File: config.mk
export PLATFORM = sky130hd
export DESIGN_NAME = ne16_accumulator_mbist_ctrl
export DESIGN_NICKNAME = d
export VERILOG_FILES = /design/src/rtl/ne16_mbist_pkg.sv /design/src/rtl/ne16_mbist_cmp.sv /design/src/rtl/ne16_accumulator_mbist_ctrl.sv
export SDC_FILE = /design/constraint.sdc
export NUM_CORES = 1
export LEC_CHECK = 0
export ABC_CLOCK_PERIOD_IN_PS = 8080
export CAP_MARGIN = 20
export CORE_ASPECT_RATIO = 0.8
export CORE_UTILIZATION = 29
export CTS_BUF_LIST = sky130_fd_sc_hd__clkbuf_2
export CTS_CLUSTER_SIZE = 10
export DETAILED_ROUTE_END_ITERATION = 12
export HOLD_SLACK_MARGIN = 0.1
export PLACE_DENSITY = 0.64
export SLEW_MARGIN = 5
export SYNTH_ARGS = -nofsm -noshare
export SYNTH_HDL_FRONTEND = slang
export SYNTH_SLANG_ARGS = --single-unit
File: constraint.sdc
create_clock -name clk_i -period 8.08 [get_ports clk_i]
set_input_delay 2.424 -clock clk_i [delete_from_list [all_inputs] [get_ports clk_i]]
set_output_delay 2.424 -clock clk_i [all_outputs]
set_load 0.01 [all_outputs]
File: src/rtl/ne16_mbist_pkg.sv
// Shared types and the March C- element table for the ne16 accumulator memory-BIST engine.
package ne16_mbist_pkg;

  typedef enum logic [1:0] {ST_IDLE, ST_RUN, ST_DRAIN, ST_DONE} state_e;

  typedef enum logic [2:0] {M0, M1, M2, M3, M4, M5} march_elem_e;

  typedef enum logic {OP_R, OP_W} op_e;

  typedef enum logic [1:0] {
    PAT_SOLID   = 2'b00,
    PAT_CHECKER = 2'b01,
    PAT_ADDR    = 2'b10,
    PAT_RSVD    = 2'b11
  } pattern_e;

  // One march element: address direction, up to two ops per address, and the data value
  // (0 = background, 1 = inverted background) each op writes or expects.
  typedef struct packed {
    logic       down;
    logic [1:0] n_ops;
    op_e        op0;
    logic       val0;
    op_e        op1;
    logic       val1;
  } march_step_t;

  localparam march_step_t MARCH_TBL [0:5] = '{
    '{1'b0, 2'd1, OP_W, 1'b0, OP_R, 1'b0},  // M0 up(w0)
    '{1'b0, 2'd2, OP_R, 1'b0, OP_W, 1'b1},  // M1 up(r0,w1)
    '{1'b0, 2'd2, OP_R, 1'b1, OP_W, 1'b0},  // M2 up(r1,w0)
    '{1'b1, 2'd2, OP_R, 1'b0, OP_W, 1'b1},  // M3 down(r0,w1)
    '{1'b1, 2'd2, OP_R, 1'b1, OP_W, 1'b0},  // M4 down(r1,w0)
    '{1'b0, 2'd1, OP_R, 1'b0, OP_R, 1'b0}   // M5 up(r0)
  };

endpackage

File: src/rtl/ne16_mbist_cmp.sv
// Read-data compare path: delays expected word/address by the read latency, compares every
// bank, and keeps the fail mask, first-fail location and a saturating error count.
module ne16_mbist_cmp #(
  parameter int ADDR_WIDTH    = 5,
  parameter int DATA_WIDTH    = 32,
  parameter int NUM_BANKS     = 4,
  parameter int RD_LATENCY    = 1,
  parameter int ERR_CNT_WIDTH = 16,
  parameter int BANK_W        = 2
) (
  input  logic                            clk_i,
  input  logic                            rst_i,
  input  logic                            clr_i,
  input  logic                            flush_i,
  input  logic                            rd_vld_i,
  input  logic [DATA_WIDTH-1:0]           exp_i,
  input  logic [ADDR_WIDTH-1:0]           addr_i,
  input  logic [NUM_BANKS*DATA_WIDTH-1:0] q_i,
  output logic [NUM_BANKS-1:0]            fail_bank_o,
  output logic [ADDR_WIDTH-1:0]           first_fail_addr_o,
  output logic [BANK_W-1:0]               first_fail_bank_o,
  output logic [ERR_CNT_WIDTH-1:0]        err_cnt_o
);

  localparam int STAGES = RD_LATENCY - 1;

  logic [STAGES:0]         vld_pipe;
  logic [DATA_WIDTH-1:0]   exp_pipe  [STAGES:0];
  logic [ADDR_WIDTH-1:0]   addr_pipe [STAGES:0];
  logic [NUM_BANKS-1:0]    mis;
  logic [BANK_W-1:0]       low_bank;

  always_ff @(posedge clk_i) begin
    if (rst_i || clr_i || flush_i) begin
      vld_pipe <= '0;
    end else begin
      vld_pipe[0] <= rd_vld_i;
      for (int i = 1; i <= STAGES; i++) vld_pipe[i] <= vld_pipe[i-1];
    end
  end

  always_ff @(posedge clk_i) begin
    exp_pipe[0]  <= exp_i;
    addr_pipe[0] <= addr_i;
    for (int i = 1; i <= STAGES; i++) begin
      exp_pipe[i]  <= exp_pipe[i-1];
      addr_pipe[i] <= addr_pipe[i-1];
    end
  end

  for (genvar b = 0; b < NUM_BANKS; b++) begin : gen_bank
    assign mis[b] = vld_pipe[STAGES] &&
                    (q_i[b*DATA_WIDTH +: DATA_WIDTH] != exp_pipe[STAGES]);
  end

  always_comb begin
    low_bank = '0;
    for (int b = NUM_BANKS - 1; b >= 0; b--) begin
      if (mis[b]) low_bank = BANK_W'(b);
    end
  end

  // An empty fail mask marks that no mismatch has been seen yet in this run.
  always_ff @(posedge clk_i) begin
    if (rst_i || clr_i) begin
      fail_bank_o       <= '0;
      first_fail_addr_o <= '0;
      first_fail_bank_o <= '0;
      err_cnt_o         <= '0;
    end else if (!flush_i && (|mis)) begin
      fail_bank_o <= fail_bank_o | mis;
      if (err_cnt_o != '1) err_cnt_o <= err_cnt_o + ERR_CNT_WIDTH'(1);
      if (fail_bank_o == '0) begin
        first_fail_addr_o <= addr_pipe[STAGES];
        first_fail_bank_o <= low_bank;
      end
    end
  end

endmodule

File: src/rtl/ne16_accumulator_mbist_ctrl.sv
// March C- BIST controller for the ne16 accumulator SCM banks: sequences the BIST port,
// generates data backgrounds, and hands reads to the compare path.
module ne16_accumulator_mbist_ctrl
  import ne16_mbist_pkg::*;
#(
  parameter int ADDR_WIDTH    = 5,
  parameter int DATA_WIDTH    = 32,
  parameter int NUM_WORDS     = 2**ADDR_WIDTH,
  parameter int NUM_BANKS     = 4,
  parameter int RD_LATENCY    = 1,
  parameter int ERR_CNT_WIDTH = 16
) (
  input  logic                                              clk_i,
  input  logic                                              rst_i,
  input  logic                                              start_i,
  input  logic                                              abort_i,
  input  logic [1:0]                                        pattern_i,
  output logic                                              busy_o,
  output logic                                              done_o,
  output logic                                              pass_o,
  output logic                                              bist_o,
  output logic                                              csn_t_o,
  output logic                                              wen_t_o,
  output logic [ADDR_WIDTH-1:0]                             a_t_o,
  output logic [DATA_WIDTH-1:0]                             d_t_o,
  input  logic [NUM_BANKS*DATA_WIDTH-1:0]                   q_t_i,
  output logic [NUM_BANKS-1:0]                              fail_bank_o,
  output logic [ADDR_WIDTH-1:0]                             first_fail_addr_o,
  output logic [((NUM_BANKS > 1) ? $clog2(NUM_BANKS) : 1)-1:0] first_fail_bank_o,
  output logic [ERR_CNT_WIDTH-1:0]                          err_cnt_o
);

  localparam int BANK_W  = (NUM_BANKS > 1) ? $clog2(NUM_BANKS) : 1;
  localparam int DRAIN_W = (RD_LATENCY > 1) ? $clog2(RD_LATENCY) : 1;
  localparam logic [ADDR_WIDTH-1:0] LAST_STEP  = ADDR_WIDTH'(NUM_WORDS - 1);
  localparam logic [DRAIN_W-1:0]    DRAIN_LAST = DRAIN_W'(RD_LATENCY - 1);

  state_e                state, state_nxt;
  march_elem_e           elem;
  march_step_t           ms;
  pattern_e              pat_q;
  logic [ADDR_WIDTH-1:0] step;
  logic                  op_idx;
  logic [DRAIN_W-1:0]    drain_cnt;
  logic                  start_acc, addr_done, seq_done;
  op_e                   cur_op;
  logic                  cur_val;
  logic [ADDR_WIDTH-1:0] cur_addr;
  logic [DATA_WIDTH-1:0] cur_word;

  function automatic logic [DATA_WIDTH-1:0] bg_word(pattern_e p, logic [ADDR_WIDTH-1:0] a);
    logic [DATA_WIDTH-1:0] w;
    w = '0;
    for (int i = 0; i < DATA_WIDTH; i++) begin
      case (p)
        PAT_CHECKER: w[i] = (i % 2 == 0) ^ a[0];
        PAT_ADDR:    w[i] = a[i % ADDR_WIDTH];
        default:     w[i] = 1'b0;
      endcase
    end
    return w;
  endfunction

  assign ms        = MARCH_TBL[elem];
  assign addr_done = (({1'b0, op_idx} + 2'd1) == ms.n_ops);
  assign seq_done  = addr_done && (step == LAST_STEP) && (elem == M5);

  always_comb begin
    cur_op   = op_idx ? ms.op1  : ms.op0;
    cur_val  = op_idx ? ms.val1 : ms.val0;
    cur_addr = ms.down ? (LAST_STEP - step) : step;
    cur_word = bg_word(pat_q, cur_addr) ^ {DATA_WIDTH{cur_val}};
  end

  always_ff @(posedge clk_i) begin
    if (rst_i) state <= ST_IDLE;
    else       state <= state_nxt;
  end

  always_comb begin
    state_nxt = state;
    start_acc = 1'b0;
    case (state)
      ST_IDLE, ST_DONE: if (start_i) begin
        state_nxt = ST_RUN;
        start_acc = 1'b1;
      end
      ST_RUN:   if (seq_done) state_nxt = ST_DRAIN;
      ST_DRAIN: if (drain_cnt == DRAIN_LAST) state_nxt = ST_DONE;
      default:  state_nxt = ST_IDLE;
    endcase
    if (abort_i) begin
      state_nxt = ST_IDLE;
      start_acc = 1'b0;
    end
  end

  // Step counts positions within an element; direction is applied when forming the address.
  always_ff @(posedge clk_i) begin
    if (rst_i || start_acc) begin
      elem      <= M0;
      step      <= '0;
      op_idx    <= 1'b0;
      drain_cnt <= '0;
      pat_q     <= rst_i ? PAT_SOLID : pattern_e'(pattern_i);
    end else if (state == ST_RUN) begin
      drain_cnt <= '0;
      if (addr_done) begin
        op_idx <= 1'b0;
        if (step == LAST_STEP) begin
          step <= '0;
          if (elem != M5) elem <= march_elem_e'(elem + 3'd1);
        end else begin
          step <= step + ADDR_WIDTH'(1);
        end
      end else begin
        op_idx <= 1'b1;
      end
    end else if (state == ST_DRAIN) begin
      drain_cnt <= drain_cnt + DRAIN_W'(1);
    end
  end

  always_comb begin
    busy_o  = (state == ST_RUN) || (state == ST_DRAIN);
    done_o  = (state == ST_DONE);
    bist_o  = (state == ST_RUN) || (state == ST_DRAIN);
    csn_t_o = 1'b1;
    wen_t_o = 1'b1;
    a_t_o   = '0;
    d_t_o   = '0;
    if (state == ST_RUN) begin
      csn_t_o = 1'b0;
      wen_t_o = (cur_op != OP_W);
      a_t_o   = cur_addr;
      d_t_o   = cur_word;
    end
  end

  assign pass_o = done_o && (fail_bank_o == '0);

  ne16_mbist_cmp #(
    .ADDR_WIDTH   (ADDR_WIDTH),
    .DATA_WIDTH   (DATA_WIDTH),
    .NUM_BANKS    (NUM_BANKS),
    .RD_LATENCY   (RD_LATENCY),
    .ERR_CNT_WIDTH(ERR_CNT_WIDTH),
    .BANK_W       (BANK_W)
  ) u_cmp (
    .clk_i            (clk_i),
    .rst_i            (rst_i),
    .clr_i            (start_acc),
    .flush_i          (abort_i),
    .rd_vld_i         ((state == ST_RUN) && (cur_op == OP_R)),
    .exp_i            (cur_word),
    .addr_i           (cur_addr),
    .q_i              (q_t_i),
    .fail_bank_o      (fail_bank_o),
    .first_fail_addr_o(first_fail_addr_o),
    .first_fail_bank_o(first_fail_bank_o),
    .err_cnt_o        (err_cnt_o)
  );

endmodule

==> metrics.md, run 1 <==
| Metric | Value |
|---|---|
| GR Overflow Total | `0` |
| Most frequent standard cell in the layout excluding fill and tap cells | `sky130_fd_sc_hd__clkdlybuf4s50_1` |
| Count of TritonRoute iterations in the first routing pass | `4` |
| NumNets Final | `~850` |
| Outcome | `finished, final reports clean` |
| Layout Area Growth over Synthesis | `51.6%` |
| Antenna viol nets, final | `0` |
| Setup TNS | `0 ns` |
| Count of cells along the worst register-to-register path | `7` |
| Worst-case headroom to the max-slew limit | `0.491` |
| Post-Syn Area | `~4100 um2` |
| Clock tree from TritonCTS | `built` |
| Post-synthesis share of cell area spent on xor and xnor gates | `0.108` |
| Max Cap Viol | `0` |
| Detail Placement HPWL | `around 11000 um` |
| Hold_buf cts | `0` |
| Per-cell via count in the routed design | `between 5 and 6` |
| Starting density of the core | `0.301` |
| Adder-cell share of the synthesized area | `0.0424` |
| RR Startpoint | `u_cmp.exp_pipe[0][28]` |
| Min-delay src | `u_cmp.addr_pipe[0][0]` |
| Finished Cell Area | `~6300 um2` |
| VDD IR-drop max | `around 0.063 mV` |
| Simple-gate portion of the synthesized area | `0.329` |
| Multiplexer area fraction after synthesis | `0.0245` |
| Number of setup buffers added after CTS | `0` |
| Commonest register cell after synthesis | `sky130_fd_sc_hd__dfxtp_1` |
| Diode count | `0` |
| Post-route DRC violation count | `0` |
| Antenna violations before repair | `0` |
| Highest attainable clock frequency | `about 170 MHz` |
| Footprint of the multi-input gates | `between 2000 and 3000 um2` |
| Area of the core region | `between 10000 and 15000 um2` |
| # fillers | `roughly 1300` |
| Wire length after detailed routing | `14500 um` |
| Cell area reported after detailed placement | `6110 um2` |
| Worst path arrival time | `approximately 3.5 ns` |
| Via count of the first global-routing pass | `around 4400` |
| Flip-flop and latch area | `1160 um2` |
| Number of cells on the worst hold path | `2` |
| Setup Crit Path Kind | `flip-flop to output pin` |
| Min Tclk post-route | `approximately 6.0 ns` |
| Yosys top cell area share | `0.266` |
| Global-route wire length before repair | `around 22000 um` |
| Synthesized area per cell | `between 7 and 8 um2` |
| Flops & latches, synth | `57` |
| RePlAce Congestion | `about 0.90` |
| EDFF count, synth | `2` |
| Dominant cells by area after synthesis | `sky130_fd_sc_hd__dfxtp_1 27%, sky130_fd_sc_hd__xnor2_1 6.4%, sky130_fd_sc_hd__and3_1 5.9%, sky130_fd_sc_hd__nor3_1 4.6%, sky130_fd_sc_hd__xor2_1 4.4%` |
| Drt first-iter violations | `between 200 and 250` |
| Hold slack | `0.471 ns` |
| Register-to-register path setup slack | `4.76 ns` |
| Highest-count cells in the layout ignoring fill and taps | `203 x sky130_fd_sc_hd__clkdlybuf4s50_1, 55 x sky130_fd_sc_hd__dfxtp_1, 39 x sky130_fd_sc_hd__and3_1, 38 x sky130_fd_sc_hd__nor3_1, 33 x sky130_fd_sc_hd__nand2_1` |
| Die Span X | `135 um` |
| Clock transition at the registers of the reported paths | `0.16 ns` |
| RSZ-0062 raised after global routing | `no` |
| Boundary Pins | `204` |
| Final setup violating endpoints | `0` |
| Clock root buffer | `sky130_fd_sc_hd__clkbuf_2` |
| Global-route usage over all layers | `0.196` |
| Routed length per instance | `~16 um` |
| Clock latency at the later pin of the worst-skew pair | `roughly 0.49 ns` |
| Share of final-layout standard cells stronger than drive strength 1 | `0.0313` |
| Hold-critical path endpoint | `u_cmp.first_fail_addr_o[0]` |
| Final max-slew violation count | `0` |
| Total clock buffers created by CTS | `9` |
| Kind of start point of the critical path | `flip-flop` |
| Critical Path Source | `elem[0]` |
| # H-tree levels | `3` |
| Number of cells upsized or downsized after cts | `0` |
| Final Skew | `~0.027 ns` |
| Hold Crit Class | `flip-flop to flip-flop` |
| Sequential share of the synthesized area | `0.281` |
| Die boundary height | `about 110 um` |
| Ratio of total power to cell area | `approximately 110 nW/um2` |
| Standard-cell row count | `38` |
| Tightest Pin Transition | `between 0.7 and 0.8 ns` |
| Library cells used by synthesis | `around 50` |
| Fin. Hold Viols | `0` |
| Endpoint of the lowest-slack register-to-register path | `u_cmp.first_fail_addr_o[1]` |
| Crit end category | `output pin` |
| Buffers added on ports | `between 200 and 250` |
| Total vias in the final route | `approximately 4500` |
| Required time of the worst setup path | `approximately 5.7 ns` |
| Net count after synthesis | `between 600 and 700` |
| Buffers from clock root to sink, at most | `2` |
| Largest family of logic cells by synthesized area | `simple AND/OR/NAND/NOR gates` |
| Leakage power total | `2.29 nW` |
| Full die area | `~15000 um2` |
| Final period util | `0.738` |
| Gate Count Post-Synth | `528` |
| Post-synth top area cell | `sky130_fd_sc_hd__dfxtp_1` |
| Pin count of the biggest net entering global routing | `33` |
| Area fraction in compound gates after synthesis | `0.129` |
| Worst-path fanout max | `6` |
| Clock Sink Count | `57` |
| Count of warnings emitted by yosys | `0` |
| Asr flop ratio synth | `0` |
## registers in the layout (all words and copies together), names as in the netlist
register / flops
step: 5
u_cmp.err_cnt_o: 16
u_cmp.first_fail_addr_o: 5
u_cmp.fail_bank_o: 4
u_cmp.exp_pipe: 10
u_cmp.addr_pipe: 5
u_cmp.vld_pipe: 1
elem: 3
drain_cnt: 1
u_cmp.first_fail_bank_o: 2
pat_q: 2
op_idx: 1
state: 2
## how the worst max path moves through the flow
stage,to,slack (ns),depth (start not counted)
final,d_t_o[10],2.12,8
after detailed placement,u_cmp.first_fail_addr_o[3],2.56,8
after floorplan,d_t_o[10],3.43,9
after global routing,d_t_o[20],1.88,8
after global placement,u_cmp.first_fail_addr_o[3],2.66,8
after CTS,d_t_o[10],2.08,8
## layout make-up
cell class / instances / share of cell area
Timing Repair Buffer: 206 / 0.331
Sequential cell: 57 / 0.185
Tap cell: 180 / 0.0359
Clock buffer: 9 / 0.00719
Inverter: 16 / 0.00958
Clock inverter: 7 / 0.0136
Multi-Input combinational cell: 409 / 0.418
## critical path, stage by stage (launching register included)
cell	delay [ns]
sky130_fd_sc_hd__dfxtp_1	0.46
sky130_fd_sc_hd__nand2b_1	0.19
sky130_fd_sc_hd__a21boi_1	0.53
sky130_fd_sc_hd__xnor2_1	0.32
sky130_fd_sc_hd__nand2b_1	0.27
sky130_fd_sc_hd__a21boi_0	0.28
sky130_fd_sc_hd__xor2_1	0.20
sky130_fd_sc_hd__and2_1	0.23
sky130_fd_sc_hd__clkdlybuf4s50_1	0.57
## cells by family (layout without fill, tap and decap cells)
kind of cell	Yosys count	in the layout
fa+ha+maj	14	14
compound gates	88	88
mux	10	10
buf+inv	62	238
flops	57	57
xor+xnor	51	51
simple gates	246	246
## per-layer routing
metal / share of wire / GRT usage
met2: 0.46 / 0.329
met3: 0.063 / 0.0451
met1: 0.47 / 0.251
met4: 0.0088 / 0.0538
met5: 0 / 0
## report_power, final
part	leakage [nW]	switching (mW)	internal [mW]
combinational	1.75	0.0520	0.0918
clock	0.0768	0.111	0.0994
sequential	0.465	0.0154	0.288
## through the flow
stage                util  power [mW]  setup slack [ns]  cells
finish              0.456       0.658              2.12    884
global route        0.456       0.688              1.88    884
CTS                 0.454       0.662              2.08    883
detailed placement  0.445       0.450              2.56    867
global placement    0.445       0.446              2.66    867
floorplan               -       0.359              3.43    528
## Yosys cell counts (3+ instances only)
cell	count
sky130_fd_sc_hd__o31ai_1	4
sky130_fd_sc_hd__a21oi_1	30
sky130_fd_sc_hd__nor2b_1	4
sky130_fd_sc_hd__dfxtp_1	55
sky130_fd_sc_hd__o22ai_1	13
sky130_fd_sc_hd__or4_1	11
sky130_fd_sc_hd__buf_2	8
sky130_fd_sc_hd__xor2_1	21
sky130_fd_sc_hd__nor2_1	28
sky130_fd_sc_hd__nand4_1	11
sky130_fd_sc_hd__nor3_1	38
sky130_fd_sc_hd__inv_1	16
sky130_fd_sc_hd__and3_1	39
sky130_fd_sc_hd__or3_1	15
sky130_fd_sc_hd__clkbuf_1	9
sky130_fd_sc_hd__nor4_1	11
sky130_fd_sc_hd__o211ai_1	3
sky130_fd_sc_hd__ha_1	14
sky130_fd_sc_hd__mux2i_1	9
sky130_fd_sc_hd__o21ai_1	6
sky130_fd_sc_hd__nand2b_1	4
sky130_fd_sc_hd__xnor2_1	30
sky130_fd_sc_hd__buf_4	24
sky130_fd_sc_hd__o21ai_0	12
sky130_fd_sc_hd__buf_6	3
sky130_fd_sc_hd__nand3_1	20
sky130_fd_sc_hd__and4_1	5
sky130_fd_sc_hd__nand2_1	33
sky130_fd_sc_hd__and2_1	18
sky130_fd_sc_hd__a22oi_1	4
Note: power is estimated with default switching activity, not from simulation.
==> inputs of run 2 (changes only) <==
Settings changed: ABC_CLOCK_PERIOD_IN_PS 8080 to 4800, PLACE_DENSITY 0.64 to 0.66.
Clock period 8.08 ns to 4.8 ns, I/O delays scaled along.
==> metrics.md, run 2 (synthesized netlist as in run 1, its figures left out) <==
| Metric | Value |
|---|---|
| Outcome | `finished, final reports clean` |
| Logic gate share of total power | `0.229 (+0.011)` |
| Boundary Pins | `204 (unchanged)` |
| Setup TNS | `0 ns (unchanged)` |
| Crit end category | `output pin` |
| VDD IR-drop max | `0.0931 mV (+47%)` |
| Worst-case headroom to the max-slew limit | `0.558 (+0.0670)` |
| # H-tree levels | `3 (unchanged)` |
| Switching Share | `0.278 (+0.00597)` |
| NumNets Final | `848 (+0.12%)` |
| Buffers from clock root to sink, at most | `2 (unchanged)` |
| Global-route wire length before repair | `21900 um (-1.5%)` |
| Area of the core region | `13700 um2 (unchanged)` |
| RSZ-0062 raised after global routing | `no` |
| Overall power consumption | `1.05 mW (+59%)` |
| Final max-slew violation count | `0 (unchanged)` |
| Chain of cells forming the critical path | `ha_1 -> a21boi_4 -> xnor2_2 -> nand2b_1 -> a21boi_0 -> xor2_1 -> and2_1 -> clkdlybuf4s50_1` |
| Net switching power figure | `0.292 mW (+63%)` |
| Kind of start point of the critical path | `flip-flop` |
| Clock Power Share | `0.285 (-0.035)` |
| Drt first-iter violations | `246 (+13%)` |
| Count of TritonRoute iterations in the first routing pass | `5 (+1)` |
| Wire length after detailed routing | `14400 um (-0.59%)` |
| Leakage power total | `2.31 nW (+0.55%)` |
| Worst path arrival time | `3.13 ns (-0.41 ns)` |
| Finished Core Util | `0.455 (-0.00118)` |
| Count of cells along the worst register-to-register path | `8 (+1)` |
| Internal cell power | `0.758 mW (+58%)` |
| Diode count | `0 (unchanged)` |
| Clock tree from TritonCTS | `built` |
| Most frequent standard cell in the layout excluding fill and tap cells | `sky130_fd_sc_hd__clkdlybuf4s50_1` |
| Final period util | `0.952` |
| Final Skew | `0.0416 ns (+0.0146 ns)` |
| Worst-path fanout max | `6 (unchanged)` |
| Cell with the biggest individual delay on the critical path | `sky130_fd_sc_hd__clkdlybuf4s50_1` |
| Total vias in the final route | `4554 (+1.5%)` |
| Top Registers | `u_cmp.err_cnt_o (16), u_cmp.exp_pipe (10)` |
| Number of cells on the worst hold path | `2 (unchanged)` |
| Hold Crit Class | `flip-flop to flip-flop` |
| Tightest Pin Transition | `0.659 ns (-0.104 ns)` |
| Clock latency at the later pin of the worst-skew pair | `0.50 ns (about the same)` |
| Highest cell delay on the worst timing path | `0.57 ns (about the same)` |
| Share of final-layout standard cells stronger than drive strength 1 | `0.0383 (+0.00705)` |
| Setup Crit Path Kind | `flip-flop to output pin` |
| Die Span X | `135 um (unchanged)` |
| Fin. Hold Viols | `0 (unchanged)` |
| Hold_buf cts | `0 (unchanged)` |
| Min Tclk post-route | `~4.6 ns` |
| Ratio of total power to cell area | `168 nW/um2 (+60%)` |
| Clock transition at the registers of the reported paths | `0.17 ns (about the same)` |
| Clock Sink Count | `57 (unchanged)` |
| Highest attainable clock frequency | `around 220 MHz` |
| Routed length per instance | `16.3 um (-0.70%)` |
| Antenna viol nets, final | `0 (unchanged)` |
| Finished Cell Area | `6250 um2 (-0.26%)` |
| Max reg flops | `16 (unchanged)` |
| Antenna violations before repair | `0 (unchanged)` |
| Pin count of the biggest net entering global routing | `22 (-33%)` |
| Total clock buffers created by CTS | `9 (unchanged)` |
| Per-cell via count in the routed design | `5.15 (+1.4%)` |
| Layout Area Growth over Synthesis | `51.2%` |
| Buffers added on ports | `203 (unchanged)` |
| Global-route usage over all layers | `0.194 (-0.00261)` |
| RePlAce Congestion | `0.931 (+3.7%)` |
| Detail Placement HPWL | `11500 um (+0.99%)` |
| Required time of the worst setup path | `3.36 ns (-2.30 ns)` |
| Die boundary height | `109 um (unchanged)` |
| Cell area reported after detailed placement | `6130 um2 (+0.25%)` |
| Minimum setup slack in the final design | `0.230 ns (-1.89 ns)` |
| Number of setup buffers added after CTS | `0 (unchanged)` |
| Highest-count cells in the layout ignoring fill and taps | `203 x sky130_fd_sc_hd__clkdlybuf4s50_1, 54 x sky130_fd_sc_hd__dfxtp_1, 39 x sky130_fd_sc_hd__and3_1, 38 x sky130_fd_sc_hd__nor3_1, 33 x sky130_fd_sc_hd__nand2_1` |
| Final setup violating endpoints | `0 (unchanged)` |
| Post-route DRC violation count | `0 (unchanged)` |
| Starting density of the core | `0.301 (unchanged)` |
| Max Cap Viol | `0 (unchanged)` |
| Number of cells upsized or downsized after cts | `1 (+1)` |
| Largest register by flop count | `u_cmp.err_cnt_o` |
| GR Overflow Total | `0 (unchanged)` |
| Via count of the first global-routing pass | `4375 (-0.68%)` |
| Full die area | `14700 um2 (unchanged)` |
| Standard-cell row count | `38 (unchanged)` |
| Clock root buffer | `sky130_fd_sc_hd__clkbuf_2` |
| Part of the power in registers | `0.485 (+0.024)` |
| Worst slack at placement | `0.429 ns (-2.13 ns)` |
## run 2: routing by layer
metal	wire (um)	share of wire	global-route usage
met4	294	0.020	0.0522
met5	0	0	0
met2	6670	0.46	0.331
met1	6360	0.44	0.242
met3	1100	0.076	0.0474
## run 2: power groups by stage
stage	Clock (mW)	Sequential, mW	Combinational [mW]
floorplan	0	0.500	0.104
global placement	0	0.519	0.233
detailed placement	0	0.519	0.239
CTS	0.304	0.509	0.241
global route	0.330	0.512	0.263
finish	0.299	0.509	0.241
## run 2: through the flow
stage                     hold slack (ns)  instances
after floorplan                     0.424        528
after global placement              0.430        869
after CTS                           0.467        885
after detailed placement            0.434        869
after global routing                0.484        885
final                               0.461        885
## run 2: worst paths after layout
path | from | to | slack [ns]
worst max register to register | u_cmp.exp_pipe[0][30] | u_cmp.err_cnt_o[3] | 1.63
worst max-delay path | elem[0] | d_t_o[10] | 0.23
worst min register to register | u_cmp.addr_pipe[0][0] | u_cmp.first_fail_addr_o[0] | 0.46
worst min-delay path | u_cmp.addr_pipe[0][0] | u_cmp.first_fail_addr_o[0] | 0.46
## run 2: area by class of cell
class	instances	area (um2)
fillers	1332	7490
multi-input cells	409	2640
repair buffers	207	2060
flip-flops and latches	57	1160
well taps	180	225
inverters	16	60.1
clock buffers	11	55.1
clock inverters	5	47.5
## run 2: critical path: cells and delay by family (launching register included)
family	cells	cell delay, ns
flip-flops	1	0.40
buffers and inverters	1	0.57
XOR/XNOR	2	0.39
AO/OA/AOI/OAI	2	0.56
adder cells (fa/ha/maj)	1	0.26
AND/OR/NAND/NOR	2	0.46
==> variant (settings of run 2) <==
Re-encode `state_e` (4 states) as one-hot, 4 bits wide.
--- a/src/rtl/ne16_mbist_pkg.sv
+++ b/src/rtl/ne16_mbist_pkg.sv
@@ -1,7 +1,7 @@
 // Shared types and the March C- element table for the ne16 accumulator memory-BIST engine.
 package ne16_mbist_pkg;
 
-  typedef enum logic [1:0] {ST_IDLE, ST_RUN, ST_DRAIN, ST_DONE} state_e;
+  typedef enum logic [3:0] {ST_IDLE = 4'b0001, ST_RUN = 4'b0010, ST_DRAIN = 4'b0100, ST_DONE = 4'b1000} state_e;
 
   typedef enum logic [2:0] {M0, M1, M2, M3, M4, M5} march_elem_e;
 
Check against the original RTL: same outputs for any inputs over 10 cycles, from zero or initial values and one cycle with rst_i high; not proved beyond that.
==> variant against run 2 <==
  * Total power increased by 1.5%
  * Sequential cell count increased by 2
  * Highest routed layer unchanged
  * Setup slack improved by 0.064 ns
  * Die area increased by 3.0%
  * Wire length increased by 0.44%
  * Critical endpoint is now d_t_o[16]
  * Largest power group unchanged
  * Design area increased by 2.5%
  * Sequential power increased by 4%
  * Synthesized area increased by 3.0%
  * Register-to-register slack got worse by 0.17 ns
  * Utilization decreased by 0.67 points
==> variant: results (changes against run 2) <==
The data arrival time of the worst path came out at 3.07 ns (-0.06 ns). The share of flip-flops with an asynchronous set or reset after synthesis came out at 0% (unchanged). In the post-synthesis netlist, the biggest area contributors are sky130_fd_sc_hd__dfxtp_1 (27%), sky130_fd_sc_hd__xnor2_1 (6.8%), sky130_fd_sc_hd__and3_1 (5.4%), sky130_fd_sc_hd__xor2_1 (4.7%), sky130_fd_sc_hd__buf_4 (4.4%). After clock tree synthesis, the clock-pin slew on the worst setup and hold paths is 0.18 ns. The maximum net fanout on the critical path was 11 (+5).

The tightest hold margin came out at 0.459 ns (-0.00240 ns). The warning count from the yosys run came out at 0 (unchanged). The number of buffers inserted by port buffering was 203 (unchanged). The buffers inserted during post-CTS setup optimization is 0 (unchanged). CTS placed an instance of sky130_fd_sc_hd__clkbuf_2 at the clock tree root. The via count of the first global-routing pass is 4,277 (-2.2%). The pin count of the biggest net entering global routing is 23 (+4.5%). The count of inserted antenna diode cells came out at 0 (unchanged). The area after detailed placement came to 0.00629 mm² (+2.7%). The worst vdd rail ir drop came to 0.159 mV (+71%). The count of routing violations after the opening detailed-route iteration is 217 (-12%).

The H-tree depth came to 3 (unchanged). The worst-skew pair later-pin latency came out at 0.49 ns. The number of filler instances in the final layout is 1,418 (+6.5%). The total wirelength of the detailed-routed design came out at 14,500 µm (+0.44%). The post-synthesis sequential area ratio was 28.2% (+0.11 points). The number of vias per cell after detailed routing was 5.14 (-0.18%). The minimum setup slack in the final design is 0.293 ns (+0.0637 ns). The global-route usage over all layers came to 18.6% (-0.72 points). The worst-case clock buffer depth came to 2 (unchanged). The post-synthesis net count is 664 (-1.8%).

The min-delay analysis places its worst path in the category flip-flop to flip-flop. By count the netlist is led by sky130_fd_sc_hd__dfxtp_1 (57), sky130_fd_sc_hd__and3_1 (37), sky130_fd_sc_hd__nor3_1 (36), sky130_fd_sc_hd__nand2_1 (35), sky130_fd_sc_hd__xnor2_1 (33). The register-to-register setup slack is 1.46 ns (-0.17 ns). The number of distinct library cell variants in the gate-level netlist after synthesis came out at 60 (+18%).

The count of nets after finishing is 835 (-1.5%). The final clock skew is 0.0285 ns (-0.0130 ns). The static leakage power came out at 2.28 nW (-0.96%).

The number of antenna violations at the first check in global routing is 0 (unchanged). The number of clock buffers inserted by TritonCTS came out at 9 (unchanged). The flow ran to the end, and the final reports show no timing, DRC or antenna violations. The iteration count of the initial detailed-routing pass is 4 (-1). The worst max-slew margin expressed relative to the limit is 41.9% (-14 points). The share of final-layout standard cells stronger than drive strength 1 came to 7.04% (+3.2 points). The number of synthesized flops with an enable pin is 2 (unchanged). The net switching power figure came out at 0.303 mW (+3.8%). In the final layout, the registers with the most flip-flops are u_cmp.err_cnt_o x16, u_cmp.exp_pipe x10. The post-detailed-placement half-perimeter wirelength was 11,600 µm (+0.88%).

The post-placement worst setup slack came out at 0.504 ns (+0.0746 ns). The wire length of the first global-routing pass came out at 21,600 µm (-1.5%). The global placer's final weighted congestion came to 0.860 (-7.6%).
==> variant: final cells by class <==
type / count / area share [%]
timing repair buffer: 210 / 32.6
multi-input combinational: 402 / 42.8
clock buffer: 9 / 0.703
sequential: 59 / 18.8
clock inverter: 7 / 1.07
inverter: 9 / 0.527
tap: 184 / 3.59
==> variant: cells by family after synthesis <==
kind of cell               synth area share, %
and+or+nand+nor                           31.6
AOI/OAI and AO/OA                         15.2
xor gates and xnor gates                  11.5
buffers and inverters                     8.17
adders and majority gates                 2.94
DFF                                       28.2
muxes                                     2.35
==> variant: final timing paths <==
| path | from | to | cells after the start |
|---|---|---|---|
| max | elem[2] | d_t_o[16] | 8 |
| min | u_cmp.addr_pipe[0][1] | u_cmp.first_fail_addr_o[1] | 2 |
| max reg2reg | u_cmp.exp_pipe[0][30] | u_cmp.err_cnt_o[4] | 8 |
| min reg2reg | u_cmp.addr_pipe[0][1] | u_cmp.first_fail_addr_o[1] | 2 |
==> variant: worst max-delay path: stages, from the launching register on <==
cell	delay, ns
sky130_fd_sc_hd__dfxtp_1	0.61
sky130_fd_sc_hd__nand2b_1	0.18
sky130_fd_sc_hd__o21ai_2	0.18
sky130_fd_sc_hd__xor2_1	0.32
sky130_fd_sc_hd__nand2_1	0.12
sky130_fd_sc_hd__a21oi_1	0.20
sky130_fd_sc_hd__xnor2_1	0.18
sky130_fd_sc_hd__and2_1	0.22
sky130_fd_sc_hd__clkdlybuf4s50_1	0.56
==> variant: metrics by stage <==
stage | util [%] | cells
2_1_floorplan | - | 520
3_3_place_gp | 43.9 | 863
3_5_place_dp | 44.0 | 864
4_1_cts | 44.8 | 880
5_1_grt | 44.8 | 880
6_report | 44.8 | 880
==> variant: power groups by stage <==
stage / Sequential, mW / Clock, mW / Combinational (mW)
global route: 0.531 / 0.342 / 0.243
finish: 0.527 / 0.314 / 0.223
global placement: 0.537 / 0 / 0.218
floorplan: 0.515 / 0 / 0.100
detailed placement: 0.538 / 0 / 0.224
CTS: 0.528 / 0.326 / 0.225
==> variant: timing repair <==
| action | 4_1_cts | 5_1_grt |
|---|---|---|
| endpoints found under the hold margin | 0 | 0 |
| cloned | 0 | 0 |
| pin swaps | 0 | 0 |
| endpoints found under the setup margin | 12 | 26 |
| gates resized for setup | 1 | 1 |
==> variant: layer usage <==
metal  GRT usage (%)  share of wire [%]
met3            4.48                8.6
met4            4.95                1.3
met5               0                  0
met1            21.8                 42
met2            33.8                 48
